$ cat src/rtl/packet_ingress_arbiter.sv
// packet_ingress_arbiter: packet-atomic round-robin sharing of the packet_chopper input bus,
// with a per-packet beat watchdog that truncates over-long packets and drains their tail.
module packet_ingress_arbiter #(
    parameter int NUM_SRC    = 2,
    parameter int DATA_WIDTH = 64,
    parameter int MAX_BEATS  = 256
) (
    input  logic                            Clk,
    input  logic                            Rst,
    input  logic [NUM_SRC-1:0]              S_Val,
    input  logic [NUM_SRC-1:0]              S_Sop,
    input  logic [NUM_SRC-1:0]              S_Eop,
    input  logic [NUM_SRC*DATA_WIDTH/8-1:0] S_Mod,
    input  logic [NUM_SRC*DATA_WIDTH-1:0]   S_Dat,
    output logic [NUM_SRC-1:0]              S_Rdy,
    output logic                            OutBus_Val,
    output logic                            OutBus_Sop,
    output logic                            OutBus_Eop,
    output logic [DATA_WIDTH/8-1:0]         OutBus_Mod,
    output logic [DATA_WIDTH-1:0]           OutBus_Dat,
    input  logic                            OutBus_Rdy,
    output logic [$clog2(NUM_SRC)-1:0]      Grant,
    output logic                            Busy,
    output logic                            Error
);
    localparam int MW = DATA_WIDTH / 8;
    localparam int GW = $clog2(NUM_SRC);
    localparam int CW = $clog2(MAX_BEATS + 1);

    typedef enum logic [1:0] {IDLE, BUSY, DRAIN} state_t;

    state_t          state;
    logic [GW-1:0]   last_grant;
    logic [GW-1:0]   winner;
    logic [GW-1:0]   idx;
    logic [CW-1:0]   beat_cnt;
    logic [NUM_SRC-1:0] req;
    logic            found;
    logic            g_val;
    logic            g_sop;
    logic            g_eop;
    logic            in_busy;
    logic            at_limit;

    assign req      = S_Val & S_Sop;
    assign g_val    = S_Val[Grant];
    assign g_sop    = S_Sop[Grant];
    assign g_eop    = S_Eop[Grant];
    assign in_busy  = state == BUSY;
    assign at_limit = beat_cnt == CW'(MAX_BEATS - 1);
    assign Busy     = state != IDLE;

    // Scan downward so the requester closest after last_grant is the one left standing.
    always_comb begin
        winner = '0;
        found  = 1'b0;
        idx    = '0;
        for (int k = NUM_SRC; k >= 1; k--) begin
            idx = GW'((int'(last_grant) + k) % NUM_SRC);
            if (req[idx]) begin
                winner = idx;
                found  = 1'b1;
            end
        end
    end

    assign OutBus_Val = in_busy & g_val;
    assign OutBus_Sop = in_busy & g_sop;
    assign OutBus_Eop = in_busy & (g_eop | at_limit);
    assign OutBus_Mod = in_busy ? S_Mod[Grant*MW +: MW] : '0;
    assign OutBus_Dat = in_busy ? S_Dat[Grant*DATA_WIDTH +: DATA_WIDTH] : '0;

    always_comb begin
        S_Rdy        = '0;
        S_Rdy[Grant] = (in_busy & OutBus_Rdy) | (state == DRAIN);
    end

    always_ff @(posedge Clk or negedge Rst) begin
        if (!Rst) begin
            state      <= IDLE;
            Grant      <= '0;
            last_grant <= GW'(NUM_SRC - 1);
            beat_cnt   <= '0;
            Error      <= 1'b0;
        end else begin
            Error <= 1'b0;
            case (state)
                IDLE: begin
                    Error <= |(S_Val & ~S_Sop);
                    if (found) begin
                        Grant <= winner;
                        state <= BUSY;
                    end
                end
                BUSY: if (g_val && OutBus_Rdy) begin
                    beat_cnt <= beat_cnt + CW'(1);
                    Error    <= (g_sop && beat_cnt != '0) || (at_limit && !g_eop);
                    if (g_eop) begin
                        last_grant <= Grant;
                        beat_cnt   <= '0;
                        state      <= IDLE;
                    end else if (at_limit) begin
                        beat_cnt <= '0;
                        state    <= DRAIN;
                    end
                end
                DRAIN: if (g_val && g_eop) begin
                    last_grant <= Grant;
                    state      <= IDLE;
                end
                default: state <= IDLE;
            endcase
        end
    end
endmodule

$ cat config.mk
export PLATFORM = sky130hd
export DESIGN_NAME = packet_ingress_arbiter
export DESIGN_NICKNAME = d
export VERILOG_FILES = /design/src/rtl/packet_ingress_arbiter.sv
export SDC_FILE = /design/constraint.sdc
export NUM_CORES = 1
export LEC_CHECK = 0
export BUFFER_PORTS_ARGS = -buffer_cell sky130_fd_sc_hd__buf_2
export CORE_AREA = 3 3 90 92
export CTS_CLUSTER_DIAMETER = 120
export CTS_CLUSTER_SIZE = 30
export DETAILED_ROUTE_END_ITERATION = 16
export DIE_AREA = 0 0 93 95
export PLACE_DENSITY = 0.66
export SYNTH_ARGS = -nofsm -noshare
export SYNTH_HDL_FRONTEND = slang
export SYNTH_SLANG_ARGS = --single-unit
$ cat constraint.sdc
create_clock -name Clk -period 2 [get_ports Clk]
set_clock_uncertainty 0.15 [all_clocks]
set_input_delay 0.4 -clock Clk [delete_from_list [all_inputs] [get_ports Clk]]
set_output_delay 0.4 -clock Clk [all_outputs]
set_load 0.01 [all_outputs]
==> results of run 1 <==
## registers in the layout, indices dropped and copies added (netlist names)
signal / count
Grant: 1
last_grant: 1
beat_cnt: 9
state: 2
Error: 1
## layout by cell type, fill, tap and decap left out, drive strengths merged, types with 4 or more instances in the layout
master | netlist | routed
dfrtp | 13 | 13
o21ai | 11 | 11
a21oi | 6 | 6
nor2 | 81 | 81
buf | 12 | 256
nand3 | 4 | 4
clkbuf | 7 | 7
nand2 | 10 | 10
inv | 5 | 5
mux2i | 76 | 76
## critical path, stage by stage (launching register included)
cell and delay (ns):
dfrtp_4 0.51, buf_6 0.15, buf_12 0.12, clkbuf_16 0.16, mux2i_1 0.11, nor2_1 0.09
buf_2 0.14
## layout make-up
cell class	instances	share of cell area, %
Sequential cell	14	9.70
Multi-Input combinational cell	223	42.0
Inverter	5	0.510
Timing Repair Buffer	261	43.0
Clock buffer	4	1.50
Tap cell	99	3.37
## worst max-delay path by stage
stage                      to  slack [ns]  startpoint  cells past startpoint
2_1_floorplan  OutBus_Dat[15]        0.13       Grant                      5
3_3_place_gp      beat_cnt[5]        0.12       Grant                      4
3_5_place_dp      beat_cnt[5]        0.07       Grant                      4
4_1_cts         OutBus_Mod[1]       -0.09       Grant                      4
5_1_grt        OutBus_Dat[20]       -0.13       Grant                      6
6_report       OutBus_Dat[51]       -0.08       Grant                      6
## power groups by stage
stage	Clock, W	Sequential (W)	Combinational (W)
finish	0.000284	0.000472	0.00413
global route	0.000300	0.000484	0.00443
CTS	0.000285	0.000511	0.00372
detailed placement	0	0.000486	0.00341
global placement	0	0.000483	0.00336
floorplan	0	0.000443	0.00211
## routing by layer
layer | routed length (um) | vias up | part of all wire [%] | global-route usage (%)
met1 | 3810 | 1265 | 40 | 22.2
met3 | 907 | 9 | 9.6 | 3.59
li1 | - | 1418 | - | -
met4 | 71 | 2 | 0.75 | 3.79
met2 | 4670 | 171 | 49 | 32.9
met5 | 7 | - | 0.074 | 0
## cell usage after synthesis, drive strengths merged
| master | n | area share [%] |
|---|---|---|
| nor2 | 81 | 16 |
| and3 | 2 | 0.64 |
| a22o | 1 | 0.45 |
| a311oi | 2 | 0.90 |
| or3 | 1 | 0.32 |
| nor4b | 1 | 0.45 |
| or4b | 1 | 0.51 |
| a211o | 1 | 0.45 |
| dfrtp | 13 | 17 |
| a22oi | 2 | 0.77 |
| dfstp | 1 | 1.3 |
| o22ai | 2 | 0.64 |
| nand2 | 10 | 1.9 |
| nand4b | 1 | 0.45 |
| a21boi | 1 | 0.38 |
| inv | 5 | 0.96 |
| or4 | 1 | 0.38 |
| mux2 | 2 | 1.2 |
| a21oi | 6 | 1.5 |
| nor3 | 2 | 0.51 |
| a311o | 1 | 0.51 |
| or2 | 2 | 0.64 |
| ha | 2 | 1.3 |
| nand2b | 2 | 0.64 |
| o31ai | 1 | 0.38 |
| o221ai | 1 | 0.45 |
| o21ai | 11 | 3.0 |
| nand4 | 1 | 0.32 |
| nand3 | 4 | 1.0 |
| clkbuf | 7 | 1.4 |
| buf | 12 | 3.1 |
| mux2i | 76 | 40 |
| nor4 | 2 | 0.64 |
| nor2b | 1 | 0.32 |
| nand3b | 1 | 0.38 |
| a221oi | 1 | 0.45 |
## timing repair
item	CTS	global route
pin swaps	3	12
hold buffers	1	0
hold endpoints to repair	13	0
setup buffers	4	6
setup endpoints to repair	52	78
gates resized for setup	8	14
cloned	3	3
## logic make-up after synthesis
kind of cell	count (synthesis)	share of synthesized area, %
AO/OA/AOI/OAI	30	9.92
AND/OR/NAND/NOR	113	24.7
buffers and inverters	24	5.44
flip-flops	14	18.0
adder cells (fa/ha/maj)	2	1.28
multiplexers	78	40.7
## metrics by stage
| step | utilization (%) | TNS (ns) | worst slack (ns) |
|---|---|---|---|
| 3_5_place_dp | 45.1 | 0 | 0.0728 |
| 2_1_floorplan | - | 0 | 0.127 |
| 4_1_cts | 48.0 | -2.11 | -0.0937 |
| 3_3_place_gp | 45.1 | 0 | 0.121 |
| 6_report | 50.4 | -0.831 | -0.0799 |
| 5_1_grt | 50.4 | -4.12 | -0.126 |
==> summary.md, run 1 <==
| Metric | Value |
|---|---|
| CTS Buf Count | `3` |
| Routed wire length | `9.47 mm` |
| Multi-input logic area | `0.00154 sq mm` |
| Layout Nets | `663` |
| Grt ovf | `0` |
| Post-route cell area | `0.00368 sq mm` |
| Vias in the first global route | `2,660` |
| Tot Pwr | `0.00488 W` |
| Die span in y | `95 um` |
| H-Tree Depth | `1` |
| Avg Cell Area, Syn | `7.49 sq um` |
| Final Cycle Share | `104%` |
| Hold_ws | `0.292 ns` |
| Mapped cell area | `0.00196 sq mm` |
| CTS clk-pin slew, worst paths | `0.06 ns` |
| Area grow syn2layout | `88.0%` |
| Sequential share of power | `9.7%` |
| Yosys cell types | `42` |
| CTS tree | `built` |
| Syn Nets | `416` |
| Clock Root Buffer | `clkbuf_8` |
| WP data arrival | `1.53 ns` |
| CP max FO | `5` |
| Power density cells | `1330 mW/mm^2` |
| Fillers | `713` |
| Sequential cell area | `357 sq um` |
| Sequential share of the synthesized area | `18.0%` |
| FF-to-FF path depth | `5` |
| Initial antenna violation count | `1` |
| Worst setup path category | `reg -> out` |
| Pint | `0.00260 W` |
| Iteration-0 DRC Markers | `82` |
| Worst skew pair latency | `0.25 ns` |
| Initial Utilization | `26.8%` |
| Clock network fraction of total power | `5.8%` |
| Placed wire-length estimate | `7.14 mm` |
| Flop2flop setup slack | `-0.02 ns` |
| Combinational share of power | `84.5%` |
| Tmin final | `2.08 ns` |
| Least-Margin Pin Slew | `0.350 ns` |
| Post-route ant nets | `0` |
| Largest net degree at the start of global routing | `30` |
| Rows | `31` |
| RD Place Congestion | `0.914` |
| Worst vdd ir | `0.784 mV` |
| Net switching power | `0.00228 W` |
| Hold endpoint | `Grant` |
| Hold Path Origin | `S_Sop[1]` |
| Maxcap violations | `0` |
| Syn. warnings | `0` |
| Global-route wire length before repair | `12.9 mm` |
| Top-level I/O count | `233` |
| Chip width | `93 um` |
| Drt wl/cell | `15.6 um` |
| CTS sink cnt | `14` |
| Final cell count without fillers | `606` |
| PortBufs | `232` |
| CP Launch Type | `register` |
| R2r endpoint | `beat_cnt[5]` |
| Hold depth | `3` |
| Fmax | `481 MHz` |
| Max-slew headroom | `76.5%` |
| Ant diodes | `0` |
| Crit Reg-Reg Startpoint | `Grant` |
| Remaining DRCs | `0` |
| CTS max path bufs | `2` |
| Placement Cell Area | `0.00329 sq mm` |
| Slew Viols, Final | `0` |
| RSZ-0062 raised after global routing | `yes` |
| Failing checks | `setup timing` |
| Net Sw Frac | `46.7%` |
| Core area | `0.00729 sq mm` |
| Drt pass-1 iters | `4` |
| Status | `finished with violations` |
| All-layer global routing usage | `18.1%` |
| Mapped Cells | `261` |
| Layout cells sized above 1 | `55.8%` |
| Final count of hold timing violations | `0` |
| Via/cell ratio | `4.73` |
| Dpl cells | `585` |
| Final setup vio count | `19` |
| Critical Path End Type | `output port` |
| Overall die area | `0.00884 sq mm` |
| Setup slack after layout | `-0.0799 ns` |
| Worst hold path class | `in -> reg` |
| #FFs+latches synth | `14` |
| Leak | `2.11 nW` |
| Vias | `2,865` |
| Req. time, crit path | `1.45 ns` |
No activity file was read; power rests on OpenSTA's default activity.
==> run 2: changes to the inputs <==
--- a/config.mk
+++ b/config.mk
@@ -12,6 +12,7 @@
 export DETAILED_ROUTE_END_ITERATION = 16
 export DIE_AREA = 0 0 93 95
 export PLACE_DENSITY = 0.66
+export SETUP_SLACK_MARGIN = 0.05
 export SYNTH_ARGS = -nofsm -noshare
 export SYNTH_HDL_FRONTEND = slang
 export SYNTH_SLANG_ARGS = --single-unit
==> constraint.sdc (replaced) <==
create_clock -name Clk -period 2 [get_ports Clk]
set_clock_uncertainty 0.15 [all_clocks]
set_input_delay 0.4 -clock Clk [delete_from_list [all_inputs] [get_ports Clk]]
set_output_delay 0.4 -clock Clk [all_outputs]
set_load 0.02 [all_outputs]
==> run 2 against run 1 <==
Against the previous run:
- global-route usage up 1.8 points
- register-to-register slack gained 0.02 ns
- routed wire length is 6.5% higher
- highest routed layer unchanged
- final cell count stayed put
- via count grew 0.14%
- sequential share of layout area is 0.71 points lower
- critical endpoint is now OutBus_Dat[52]
- combinational power up 27%
- non-clock buffer count stayed put
- the flow still finishes with violations (setup timing)
==> summary.md, run 2 (synthesis results as in run 1) <==
| Metric | Value |
|---|---|
| Iteration-0 DRC Markers | `82` |
| RSZ-0062 raised after global routing | `yes` |
| Via/cell ratio | `4.73` |
| Die span in y | `95 um` |
| Worst vdd ir | `0.783 mV` |
| Layout cells sized above 1 | `67.7%` |
| Final count of hold timing violations | `0` |
| Top Registers | `beat_cnt: 9 flops, state: 2 flops` |
| Critical Path End Type | `output port` |
| Hold endpoint | `Grant` |
| Rows | `31` |
| Fmax | `483 MHz` |
| Commonest non-fill, non-tap cell in the layout | `buf_2` |
| Hold depth | `3` |
| Post-route cell area | `0.00397 sq mm` |
| CTS max path bufs | `2` |
| Core area | `0.00729 sq mm` |
| Failing checks | `setup timing` |
| Worst setup path category | `reg -> out` |
| Layout Nets | `663` |
| Flop2flop setup slack | `0 ns` |
| Most frequent cells in the layout | `buf_2 (196), mux2i_1 (57), nor2_2 (48), buf_4 (33), nor2_1 (32)` |
| R2r endpoint | `beat_cnt[5]` |
| Chip width | `93 um` |
| Area grow syn2layout | `103%` |
| Most flop-heavy register | `beat_cnt` |
| Worst hold path class | `in -> reg` |
| Leak | `2.11 nW` |
| Largest net degree at the start of global routing | `35` |
| FF-to-FF path depth | `5` |
| CTS sink cnt | `14` |
| Tmin final | `2.07 ns` |
| All-layer global routing usage | `19.9%` |
| Final core area utilization | `54.4%` |
| CP Launch Type | `register` |
| Combinational share of power | `87.8%` |
| PortBufs | `232` |
| Final Cycle Share | `104%` |
| Remaining DRCs | `0` |
| Net switching power | `0.00309 W` |
| Slew Viols, Final | `0` |
| WP data arrival | `1.52 ns` |
| Sequential share of power | `8.0%` |
| CTS Buf Count | `3` |
| Final setup vio count | `42` |
| CTS tree | `built` |
| Clock network fraction of total power | `4.2%` |
| Drt pass-1 iters | `4` |
| Clock Root Buffer | `clkbuf_8` |
| Global-route wire length before repair | `14.1 mm` |
| Least-Margin Pin Slew | `0.341 ns` |
| Power density cells | `1510 mW/mm^2` |
| Fillers | `713` |
| Vias in the first global route | `2,821` |
| Status | `finished with violations` |
| Maxcap violations | `0` |
| Top-level I/O count | `233` |
| Max-slew headroom | `77.3%` |
| Pint | `0.00289 W` |
| Initial antenna violation count | `3` |
| Drt wl/cell | `16.6 um` |
| Crit Reg-Reg Startpoint | `Grant` |
| Vias | `2,869` |
| Hold Path Origin | `S_Sop[1]` |
| RD Place Congestion | `0.847` |
| CP max FO | `11` |
| Initial Utilization | `26.8%` |
| H-Tree Depth | `1` |
| Setup slack after layout | `-0.0707 ns` |
| Largest register FFs | `9` |
| Ant diodes | `0` |
| Placed wire-length estimate | `7.86 mm` |
| Overall die area | `0.00884 sq mm` |
| Req. time, crit path | `1.45 ns` |
| CTS clk-pin slew, worst paths | `0.06 ns` |
| Post-route ant nets | `0` |
| Net Sw Frac | `51.6%` |
| Worst skew pair latency | `0.25 ns` |
| Routed wire length | `10.1 mm` |
| Placement Cell Area | `0.00345 sq mm` |
| Grt ovf | `0` |
[run 2: changes by cell type in the layout (fill, tap and decap cells not counted), sizes merged]
cell	before	now
clkbuf	7	4
buf	256	260
bufbuf	1	0
[run 2: critical path, stage by stage (launching register included)]
cell,delay (ns)
dfrtp_4,0.52
buf_12,0.17
buf_16,0.16
mux2i_4,0.19
nor2_2,0.10
buf_6,0.13
[run 2: routing by layer]
metal	part of all wire, %	routed length, um	up-vias	track usage, %
li1	-	-	1413	-
met1	38	3810	1291	22.9
met2	50	5060	141	35.5
met3	10	1030	18	7.97
met4	1.4	145	6	3.05
met5	0.40	40	-	0
[run 2: cell type report]
class	count	area (sq um)	area share [%]
multi-input combinational	223	1760	44.4
inverter	5	18.8	0.473
clock buffer	4	45.0	1.14
sequential	14	357	8.99
timing repair buffer	261	1660	41.9
tap	99	124	3.12
[run 2: timing repair]
action / 4_1_cts / 5_1_grt
hold buffers: 1 / 0
endpoints found under the setup margin: 77 / 77
cloned: 2 / 0
setup buffers: 10 / 1
pin swaps: 4 / 3
resized for setup: 64 / 36
endpoints found under the hold margin: 13 / 0
[run 2: worst max-delay path by stage]
stage | depth (start not counted) | startpoint | to | slack (ns)
2_1_floorplan | 5 | Grant | OutBus_Dat[25] | -0.006
3_3_place_gp | 5 | Grant | OutBus_Dat[52] | 0.10
3_5_place_dp | 5 | Grant | OutBus_Dat[51] | 0.05
4_1_cts | 5 | Grant | OutBus_Mod[6] | -0.09
5_1_grt | 5 | Grant | OutBus_Mod[6] | -0.14
6_report | 5 | Grant | OutBus_Dat[52] | -0.07
[run 2: stage by stage]
step                setup WS [ns]  hold WS (ns)  std cells  TNS [ns]  total power (W)
global route               -0.137         0.320        606     -4.66          0.00635
finish                    -0.0707         0.306        606    -0.990          0.00598
global placement            0.102         0.169        589         0          0.00475
floorplan                -0.00626       -0.0456        261    -0.125          0.00339
CTS                       -0.0921         0.309        606     -1.72          0.00579
detailed placement         0.0543         0.175        589         0          0.00479
[run 2: power groups by stage]
stage	clock network (W)	logic (W)	registers (W)
2_1_floorplan	0	0.00293	0.000457
3_3_place_gp	0	0.00427	0.000474
3_5_place_dp	0	0.00431	0.000481
4_1_cts	0.000255	0.00507	0.000471
5_1_grt	0.000275	0.00558	0.000491
6_report	0.000252	0.00525	0.000479
==> run 3: changes to the inputs <==
--- a/config.mk
+++ b/config.mk
@@ -6,12 +6,12 @@
 export NUM_CORES = 1
 export LEC_CHECK = 0
 export BUFFER_PORTS_ARGS = -buffer_cell sky130_fd_sc_hd__buf_2
-export CORE_AREA = 3 3 90 92
+export CORE_AREA = 5 5 88 90
 export CTS_CLUSTER_DIAMETER = 120
 export CTS_CLUSTER_SIZE = 30
 export DETAILED_ROUTE_END_ITERATION = 16
 export DIE_AREA = 0 0 93 95
-export PLACE_DENSITY = 0.66
+export PLACE_DENSITY = 0.74
 export SETUP_SLACK_MARGIN = 0.05
 export SYNTH_ARGS = -nofsm -noshare
 export SYNTH_HDL_FRONTEND = slang
==> constraint.sdc (replaced) <==
create_clock -name Clk -period 1.7 [get_ports Clk]
set_clock_uncertainty 0.15 [all_clocks]
set_input_delay 0.34 -clock Clk [delete_from_list [all_inputs] [get_ports Clk]]
set_output_delay 0.34 -clock Clk [all_outputs]
set_load 0.02 [all_outputs]
==> run 3 against run 2 <==
Against the previous run:
- the run still ends with setup timing left
- clock-buffer cell count stayed put
- global-route usage increased by 0.38 points
- total power rose by 41%
- utilization up 12 points
- largest cell class is now buffers
- critical path depth stayed put
==> summary.md, run 3 (synthesis results as in run 1) <==
| Metric | Value |
|---|---|
| Status | `finished with violations` |
| Failing checks | `setup timing` |
| FF-to-FF path depth | `6` |
| Clock Root Buffer | `clkbuf_8` |
| All-layer global routing usage | `20.3%` |
| Vias | `3,126` |
| Via/cell ratio | `5.08` |
| Layout Nets | `689` |
| GR Layer Usage met2 | `40.1%` |
| Final core area utilization | `66.4%` |
| Placed wire-length estimate | `7.95 mm` |
| RSZ-0062 raised after global routing | `yes` |
| Placement Cell Area | `0.00369 sq mm` |
| Chip width | `93 um` |
| Most flop-heavy register | `beat_cnt` |
| RD Place Congestion | `0.847` |
| Met1 GRT Util | `22.3%` |
| Initial antenna violation count | `0` |
| Post-route cell area | `0.00464 sq mm` |
| Most Crowded Layer GR | `met2` |
| Power density cells | `1820 mW/mm^2` |
| Die span in y | `95 um` |
| Drt pass-1 iters | `4` |
| Fmax | `489 MHz` |
| CP Launch Type | `register` |
| CTS sink cnt | `14` |
| Largest net degree at the start of global routing | `43` |
| Routed wire length | `11.5 mm` |
| R2r endpoint | `beat_cnt[5]` |
| Leak | `2.36 nW` |
| Worst setup startpoint | `Grant` |
| Grt ovf | `0` |
| PortBufs | `232` |
| Fillers | `528` |
| Most frequent cells in the layout | `buf_2 (171), nor2_2 (69), buf_4 (54), mux2i_1 (48), buf_6 (47)` |
| Final Cycle Share | `120%` |
| CTS tree | `built` |
| Top Registers | `beat_cnt: 9 flops, state: 2 flops` |
| Largest register FFs | `9` |
| Remaining DRCs | `0` |
| Vias in the first global route | `2,991` |
| H-Tree Depth | `1` |
| Setup TNS | `-22.07 ns` |
| Max-slew headroom | `75.5%` |
| Setup slack after layout | `-0.346 ns` |
| Iteration-0 DRC Markers | `89` |
| Global-route wire length before repair | `14.4 mm` |
| Hold Path Origin | `S_Sop[1]` |
| Crit Reg-Reg Startpoint | `Grant` |
| Final cell count without fillers | `615` |
| CTS clk-pin slew, worst paths | `0.06 ns` |
| Worst setup path category | `reg -> out` |
| Initial Utilization | `28.0%` |
| Req. time, crit path | `1.21 ns` |
| WP data arrival | `1.56 ns` |
| Commonest non-fill, non-tap cell in the layout | `buf_2` |
| Tmin final | `2.05 ns` |
| CP max FO | `10` |
| Slew Viols, Final | `0` |
| Area grow syn2layout | `137%` |
| Overall die area | `0.00884 sq mm` |
| Post-route ant nets | `0` |
| Dpl ws | `-0.0838 ns` |
| Ant diodes | `0` |
| Final setup vio count | `86` |
| Critical Path Sink | `OutBus_Dat[31]` |
| CTS max path bufs | `2` |
| CTS Buf Count | `3` |
| Least-Margin Pin Slew | `0.368 ns` |
| Core area | `0.00698 sq mm` |
| Worst vdd ir | `1.44 mV` |
| Worst hold path class | `in -> reg` |
| Rows | `31` |
| Flop2flop setup slack | `-0.22 ns` |
| Met3 Usage GRT | `3.75%` |
| Final count of hold timing violations | `0` |
| Critical Path End Type | `output port` |
| Worst skew pair latency | `0.25 ns` |
| Drt wl/cell | `18.7 um` |
| Layout cells sized above 1 | `77.3%` |
| Top-level I/O count | `233` |
| Maxcap violations | `0` |
| Dpl cells | `594` |
run 3: cell types whose count changed in the layout (fill, tap and decap cells not counted), sizes merged:
cell / previous run / this run
buf: 260 / 282
clkbuf: 4 / 8
run 3: area by class of cell:
| class | count | area, sq um | share of cell area [%] |
|---|---|---|---|
| clock buffer | 4 | 55.1 | 1.19 |
| inverter | 5 | 18.8 | 0.405 |
| multi-input combinational | 223 | 1980 | 42.6 |
| timing repair buffer | 287 | 2130 | 45.9 |
| tap | 82 | 103 | 2.21 |
| sequential | 14 | 355 | 7.66 |
run 3: worst max-delay path, stage by stage, from the launching register on:
cell and delay, ns:
dfrtp_4 0.52, buf_12 0.17, clkbuf_16 0.17, mux2i_1 0.23, nor2_2 0.04, buf_2 0.16
run 3: report_power, final:
group          internal, W  total [W]  switching (W)  leakage (nW)
Combinational      0.00373    0.00760        0.00388          2.16
Sequential        0.000438   0.000508      0.0000695         0.178
Clock             0.000206   0.000339       0.000133        0.0288
run 3: how the worst min path moves through the flow:
stage | endpoint | slack, ns | cells past startpoint
after global routing | Grant | 0.27 | 3
after CTS | Grant | 0.23 | 3
after floorplan | Error | -0.11 | 0
final | Grant | 0.25 | 3
after global placement | beat_cnt[2] | 0.11 | 1
after detailed placement | beat_cnt[2] | 0.11 | 1
run 3: what timing repair did:
| action | 4_1_cts | 5_1_grt |
|---|---|---|
| setup buffers | 7 | 3 |
| endpoints found under the setup margin | 88 | 92 |
| hold buffers | 1 | 0 |
| resized for setup | 86 | 96 |
| hold endpoints to repair | 13 | 0 |
| pin swaps | 7 | 6 |
| cloned | 2 | 4 |
run 3: routing by layer:
layer | routed length [um] | share of wire, %
met4 | 188 | 1.6
met2 | 6300 | 55
met5 | 0 | 0
met1 | 4140 | 36
met3 | 865 | 7.5
run 3: through the flow:
step | hold slack (ns) | power, W
after floorplan | -0.106 | 0.00423
after global placement | 0.107 | 0.00591
after detailed placement | 0.113 | 0.00600
after CTS | 0.230 | 0.00725
after global routing | 0.268 | 0.00883
final | 0.248 | 0.00845
